--- config.mk ---
export PLATFORM = sky130hd
export DESIGN_NAME = acc_cpu_seq
export DESIGN_NICKNAME = d
export VERILOG_FILES = /design/src/rtl/acc_cpu_seq.sv
export SDC_FILE = /design/constraint.sdc
export NUM_CORES = 1
export LEC_CHECK = 0
export ABC_AREA = 1
export CORE_MARGIN = 2
export CORE_UTILIZATION = 54
export CTS_CLUSTER_DIAMETER = 50
export DETAILED_ROUTE_END_ITERATION = 10
export PLACE_DENSITY = 0.87
export SLEW_MARGIN = 40
export SYNTH_ARGS = -nofsm -noshare
export SYNTH_HDL_FRONTEND = slang
export SYNTH_SLANG_ARGS = --single-unit
--- constraint.sdc ---
create_clock -name i_clk -period 4.9 [get_ports i_clk]
set_input_delay 1.47 -clock i_clk [delete_from_list [all_inputs] [get_ports i_clk]]
set_output_delay 1.47 -clock i_clk [all_outputs]
set_load 0.01 [all_outputs]
--- src/rtl/acc_cpu_seq.sv ---
// Fetch/decode/execute sequencer for the accumulator CPU: owns PC, IR and carry,
// drives the shared code/data RAM and the accumulator load port, and holds the ALU.
module acc_cpu_seq #(
  parameter int BITS      = 8,
  parameter int ADDR_BITS = 4
) (
  input  logic                 i_clk,
  input  logic                 i_rst,
  input  logic                 i_run,
  output logic [ADDR_BITS-1:0] o_mem_addr,
  input  logic [BITS-1:0]      i_mem_rdata,
  output logic                 o_mem_we,
  output logic [BITS-1:0]      o_mem_wdata,
  output logic                 o_acc_ld,
  output logic [BITS-1:0]      o_acc_data,
  input  logic [BITS-1:0]      i_acc_data,
  input  logic                 i_acc_zero,
  output logic [ADDR_BITS-1:0] o_pc,
  output logic                 o_carry,
  output logic                 o_halted
);

  localparam logic [2:0] S_FETCH  = 3'd0;
  localparam logic [2:0] S_LATCH  = 3'd1;
  localparam logic [2:0] S_DECODE = 3'd2;
  localparam logic [2:0] S_EXEC   = 3'd3;
  localparam logic [2:0] S_HALT   = 3'd4;

  localparam logic [3:0] OP_LDA = 4'h1;
  localparam logic [3:0] OP_STA = 4'h2;
  localparam logic [3:0] OP_ADD = 4'h3;
  localparam logic [3:0] OP_SUB = 4'h4;
  localparam logic [3:0] OP_JMP = 4'h5;
  localparam logic [3:0] OP_JZ  = 4'h6;
  localparam logic [3:0] OP_LDI = 4'h7;
  localparam logic [3:0] OP_HLT = 4'hF;

  logic [2:0]           state_q, state_d;
  logic [ADDR_BITS-1:0] pc_q, pc_d;
  logic [BITS-1:0]      ir_q, ir_d;
  logic                 carry_q, carry_d;

  logic [3:0]           op;
  logic [ADDR_BITS-1:0] opr;
  logic [BITS-1:0]      opr_ext;
  logic [BITS:0]        sum;
  logic [BITS:0]        diff;

  assign op      = ir_q[BITS-1 -: 4];
  assign opr     = ir_q[ADDR_BITS-1:0];
  assign opr_ext = {{(BITS-ADDR_BITS){1'b0}}, opr};

  // The top bit of the widened difference is the borrow (set iff acc < mem).
  assign sum  = {1'b0, i_acc_data} + {1'b0, i_mem_rdata};
  assign diff = {1'b0, i_acc_data} - {1'b0, i_mem_rdata};

  always_comb begin
    // NOTE: every output and next-state value gets a default first so no path
    // through the case statements leaves one unassigned (which would infer a latch).
    state_d    = state_q;
    pc_d       = pc_q;
    ir_d       = ir_q;
    carry_d    = carry_q;
    o_mem_addr = pc_q;
    o_mem_we   = 1'b0;
    o_acc_ld   = 1'b0;
    o_acc_data = '0;

    case (state_q)
      S_FETCH: begin
        if (i_run) state_d = S_LATCH;
      end
      S_LATCH: begin
        ir_d    = i_mem_rdata;
        pc_d    = pc_q + ADDR_BITS'(1);
        state_d = S_DECODE;
      end
      S_DECODE: begin
        state_d = S_FETCH;
        case (op)
          OP_LDA, OP_ADD, OP_SUB: begin
            o_mem_addr = opr;
            state_d    = S_EXEC;
          end
          OP_STA: begin
            o_mem_addr = opr;
            o_mem_we   = 1'b1;
          end
          OP_JMP: pc_d = opr;
          OP_JZ: begin
            if (i_acc_zero) pc_d = opr;
          end
          OP_LDI: begin
            o_acc_ld   = 1'b1;
            o_acc_data = opr_ext;
          end
          OP_HLT:  state_d = S_HALT;
          default: ;
        endcase
      end
      S_EXEC: begin
        o_mem_addr = opr;
        o_acc_ld   = 1'b1;
        state_d    = S_FETCH;
        case (op)
          OP_ADD: begin
            o_acc_data = sum[BITS-1:0];
            carry_d    = sum[BITS];
          end
          OP_SUB: begin
            o_acc_data = diff[BITS-1:0];
            carry_d    = diff[BITS];
          end
          default: o_acc_data = i_mem_rdata;
        endcase
      end
      S_HALT:  ;
      default: state_d = S_FETCH;
    endcase
  end

  // NOTE: sequential state uses non-blocking assignments so every flop samples
  // the pre-edge value of every other flop, independent of statement order.
  always_ff @(posedge i_clk or posedge i_rst) begin
    if (i_rst) begin
      state_q <= S_FETCH;
      pc_q    <= '0;
      ir_q    <= '0;
      carry_q <= 1'b0;
    end else begin
      state_q <= state_d;
      pc_q    <= pc_d;
      ir_q    <= ir_d;
      carry_q <= carry_d;
    end
  end

  assign o_mem_wdata = i_acc_data;
  assign o_pc        = pc_q;
  assign o_carry     = carry_q;
  assign o_halted    = (state_q == S_HALT);

endmodule
# After elaboration in Yosys (flattened, before gate mapping)

Cells that the tools add are included.

Flip-flop bits (word level): 16
Output and inout bits: 28
Logic and storage cells: 47

Reductions and logical operators: 8
Eq/ne operators: 15
Bitwise logic cells: 1
Mux-type cells: 16
Add/subtract/negate cells: 3

Operators with widths:

| kind                                                                   | count |
|---|---|
| 8-bit one-hot mux with 2 select lines                                  | 2 |
| 4-bit one-hot mux with 2 select lines                                  | 3 |
| 4-bit by 3-bit equality test with 1-bit output (second input constant) | 4 |
| 4-bit 2-to-1 mux                                                       | 3 |
| 3-bit one-hot mux with 4 select lines                                  | 1 |
| 8-bit by 8-bit adder with 9-bit output                                 | 1 |
| 8-bit by 8-bit subtractor with 9-bit output                            | 1 |
| 4-bit by 2-bit equality test with 1-bit output (second input constant) | 2 |
| 3-bit by 2-bit equality test with 1-bit output (second input constant) | 2 |
| 3-bit one-hot mux with 2 select lines                                  | 1 |
| 4-bit by 1-bit adder with 4-bit output (second input constant)         | 1 |
| 4-bit by 1-bit equality test with 1-bit output (second input constant) | 1 |
| 4-bit equality test (second input constant)                            | 1 |
| 1-bit one-hot mux with 2 select lines                                  | 2 |
| 2-bit AND reduction                                                    | 2 |
| 2-bit nonzero test                                                     | 2 |
| 4-bit OR reduction                                                     | 1 |
| 3-bit by 1-bit equality test with 1-bit output (second input constant) | 1 |
| 3-bit equality test (second input constant)                            | 1 |
| 3-bit logical NOT                                                      | 1 |
| 1-bit 2-to-1 mux                                                       | 3 |
| 3-bit 2-to-1 mux                                                       | 1 |
| 3-bit by 2-bit != test with 1-bit output (second input constant)       | 1 |
| 3-bit != test (second input constant)                                  | 1 |
| 4 further kinds                                                        | 4 |

# Longest topological paths before layout

Word-level depth: 4
Gate-level depth with buffers: 13

# Worst setup path before layout

Ideal clock, no wire load.

Kind: input -> output
From: input port i_mem_rdata[0]
To: output port o_acc_data[4]
Slack: 0.688 ns
Cell stages on the path: 10
Data arrival time: 2.742 ns
Cells stage by stage: ha_1 -> fa_1 -> nand2_1 -> nand2_1 -> and2_4 -> nand2_1 -> nand2_1 -> nor2_1 -> nor2_1 -> a21oi_1

Cells in the longest elaborated chain, start to end: 3
Elaborated cells on any way between the ends: 4

RTL lines:

| element                                                                                               | line   | text |
|---|---|---|
| start: declaration                                                                                    | 11     | `input logic [BITS-1:0] i_mem_rdata,` |
| 8-bit by 8-bit subtractor with 9-bit output or 8-bit by 8-bit adder with 9-bit output (tied branches) | 55, 54 |  |
| 8-bit one-hot mux with 2 select lines *                                                               | 105    | `case (op)` |
| 8-bit one-hot mux with 2 select lines *                                                               | 69     | `case (state_q)` |
| end: declaration                                                                                      | 15     | `output logic [BITS-1:0] o_acc_data,` |

Mark *: on every way between the ends. The rest lies on a longest branch, timed or not.

# Worst setup path in the final report

From: input port i_acc_data[2]
To: output port o_acc_data[5]

Cells in the longest elaborated chain, start to end: 3
Elaborated cells on any way between the ends: 4

RTL lines:

| element                                                                                               | line   | text |
|---|---|---|
| start: declaration                                                                                    | 16     | `input logic [BITS-1:0] i_acc_data,` |
| 8-bit by 8-bit subtractor with 9-bit output or 8-bit by 8-bit adder with 9-bit output (tied branches) | 55, 54 |  |
| 8-bit one-hot mux with 2 select lines *                                                               | 105    |  |
| 8-bit one-hot mux with 2 select lines *                                                               | 69     |  |

Marked as above.

==> reports/metrics.csv <==
metric,value,unit
Die W,63.2,um
Synthesis Warnings,0,
syn avg cell area,6.15,um2
post-layout min period,4.75,ns
Clock Pin Slew Worst Setup and Hold Paths,0.09,ns
final worst-path cycle share,0.969,
global-route wire length before repair,8420,um
Hold/Removal Path Class,flip-flop to flip-flop,
nets,417,
"most common cell after layout, fill and taps aside",nand2_1,
Setup-failing EPs final,0,
startpoint types,input port,
Worst Hold End,ir_q[2],
1st-iter DRT viols,124,
"Worst Path Class, Setup",input port to primary output,
total CTS buffers,3,
Least-Margin Pin Slew,0.616,ns
vias in the first global route,2021,
WHS,0.520,ns
"commonest cells after routing, fill and taps aside","nand2_1 (85), inv_1 (35), clkdlybuf4s50_1 (32), nand3_1 (30), buf_4 (28)",
# DRC,0,
routed vias,2225,
worst clock skew,0.00215,ns
vias per cell,5.26,
Placer Congestion,0.942,
DP Wirelength,4020,um
largest net degree at the start of global routing,18,
status,"complete, no violations",
diode count,0,
r2r worst-path depth,5,
Max-slew headroom,0.588,
synth top area cells,"dfrtp_1 (21%), nand2_1 (18%), ha_1 (12%)",
router iterations before antenna repair,5,
core box area,3360,um2
Critical Path Sink Type,primary output,
Pleak,1.43,nW
post-synthesis cell count,308,
Post-Syn Nets,347,
"Clk Latency, worst-skew pair",0.30,ns
r2r endpoint,o_pc[1],
Peak supply drop,0.135,mV
Initial Utilization,0.563,
Die Area,4000,um2
max-capacitance violation count,0,
Crit Reg-Reg Startpoint,state_q[2],
grt total ovfl,0,
#FFs+latches synth,16,
final instance area,2710,um2
CTS Root Cell,clkbuf_4,
PortBufs,47,
fraction of layout cells with a size suffix above 1,0.210,
Slew Limit Fails,0,
PwrDens,381,nW/um2
fmax,211,MHz
CP Data Required Time,3.43,ns
H-Tree Depth,1,
"area leader, netlist",dfrtp_1,
CP Data Arrival Time,3.28,ns
Clock Path Buffers,2,
Netlist cell types,31,
Sink Count,16,
hold path depth,2,
height of the chip,63.2,um
Wirelength per Cell,12.1,um
share of Yosys cell area claimed by the top area cell type,0.212,
final hold violations,0,
post-route ant nets,0,
hold_buf cts,0,
CP Max Fanout,4,
sequential area share after synthesis,0.212,
flop2flop setup slack,3.33,ns
placed inst area,2550,um2
filler instances,257,
gr usage total,0.256,
row cnt,21,
CTS tree,built,
RSZ-0062 raised after global routing,no,
initial antenna violation count,0,
hold_sp,ir_q[2],
Ports,48,
Layout area overhead,43.1,%
drt total wl,5120,um
area of the mapped netlist,1890,um2
==> cell type report <==
type	instances	area, um2	area share
clock buffer	4	36.3	0.0134
inverter	50	188	0.0693
multi-input combinational	231	1330	0.492
sequential	16	400	0.148
tap	46	57.6	0.0212
timing repair buffer	76	694	0.256
==> through the flow <==
step | std cells | power [mW] | TNS [ns] | utilization | worst slack [ns]
global placement | 418 | 0.916 | -1.53 | 0.760 | -0.301
global route | 423 | 1.13 | 0 | 0.805 | 0.0177
finish | 423 | 1.03 | 0 | 0.805 | 0.153
floorplan | 308 | 0.668 | 0 | - | 0.688
detailed placement | 418 | 0.933 | -1.89 | 0.760 | -0.346
CTS | 422 | 1.02 | 0 | 0.782 | 0.0273
==> what timing repair did <==
item                       4_1_cts  5_1_grt
gates resized for setup         21       22
setup endpoints to repair        7        6
buffers inserted                 0        1
pin swaps                        0        6
==> where the power goes <==
| part | switching, mW | internal, mW |
|---|---|---|
| Sequential | 0.0602 | 0.195 |
| Clock | 0.0443 | 0.0454 |
| Combinational | 0.387 | 0.300 |
| Total | 0.492 | 0.541 |
==> cells by family (layout without fill, tap and decap cells) <==
logic type	count (synthesis)	in the layout	share of synthesized area
AND/OR/NAND/NOR	170	170	0.398
adder cells (fa/ha/maj)	19	19	0.130
AO/OA/AOI/OAI	41	41	0.116
multiplexers	1	1	0.00595
buffers and inverters	61	130	0.139
flip-flops	16	16	0.211
==> state kept, by name, summed over array words and instances, names as in the netlist <==
register  count
o_carry       1
o_pc          4
state_q       3
ir_q          8
==> how the worst max path moves through the flow <==
stage	slack (ns)	from	depth (start not counted)	to
global route	0.02	i_mem_rdata[5]	12	o_acc_data[7]
floorplan	0.69	i_mem_rdata[0]	10	o_acc_data[4]
finish	0.15	i_acc_data[2]	13	o_acc_data[5]
global placement	-0.30	i_mem_rdata[0]	12	o_acc_data[4]
CTS	0.03	i_mem_rdata[0]	13	o_acc_data[6]
detailed placement	-0.35	i_mem_rdata[0]	12	o_acc_data[4]
==> synthesized netlist by cell type, drive strengths merged <==
cell	count
inv	50
and2	2
nor2	32
fa	1
nor3	3
a21oi	10
o32ai	1
nand3b	1
buf	10
nand2	93
o31ai	1
o21ai	24
clkbuf	1
o21bai	1
nand4	3
or2	4
dfrtp	16
o22ai	1
mux2	1
a31oi	3
ha	18
nand3	32
==> layer usage <==
layer  up-vias  part of all wire  global-route usage
li1       1116                 -                   -
met1      1019              0.43               0.317
met2        79              0.50               0.460
met3        11             0.051              0.0268
met4         0             0.014              0.0924
met5         -                 0                   0
==> worst max-delay path, stage by stage <==
cell             delay [ns]
clkdlybuf4s50_1        0.52
buf_4                  0.13
ha_1                   0.18
nor2_1                 0.05
nand2_1                0.14
nand4_1                0.16
nand2_1                0.09
nand2_1                0.05
nand3_1                0.06
nand3_1                0.06
nand2_1                0.06
inv_1                  0.03
dlygate4sd2_1          0.27
Power figures use the tool's default switching activity.
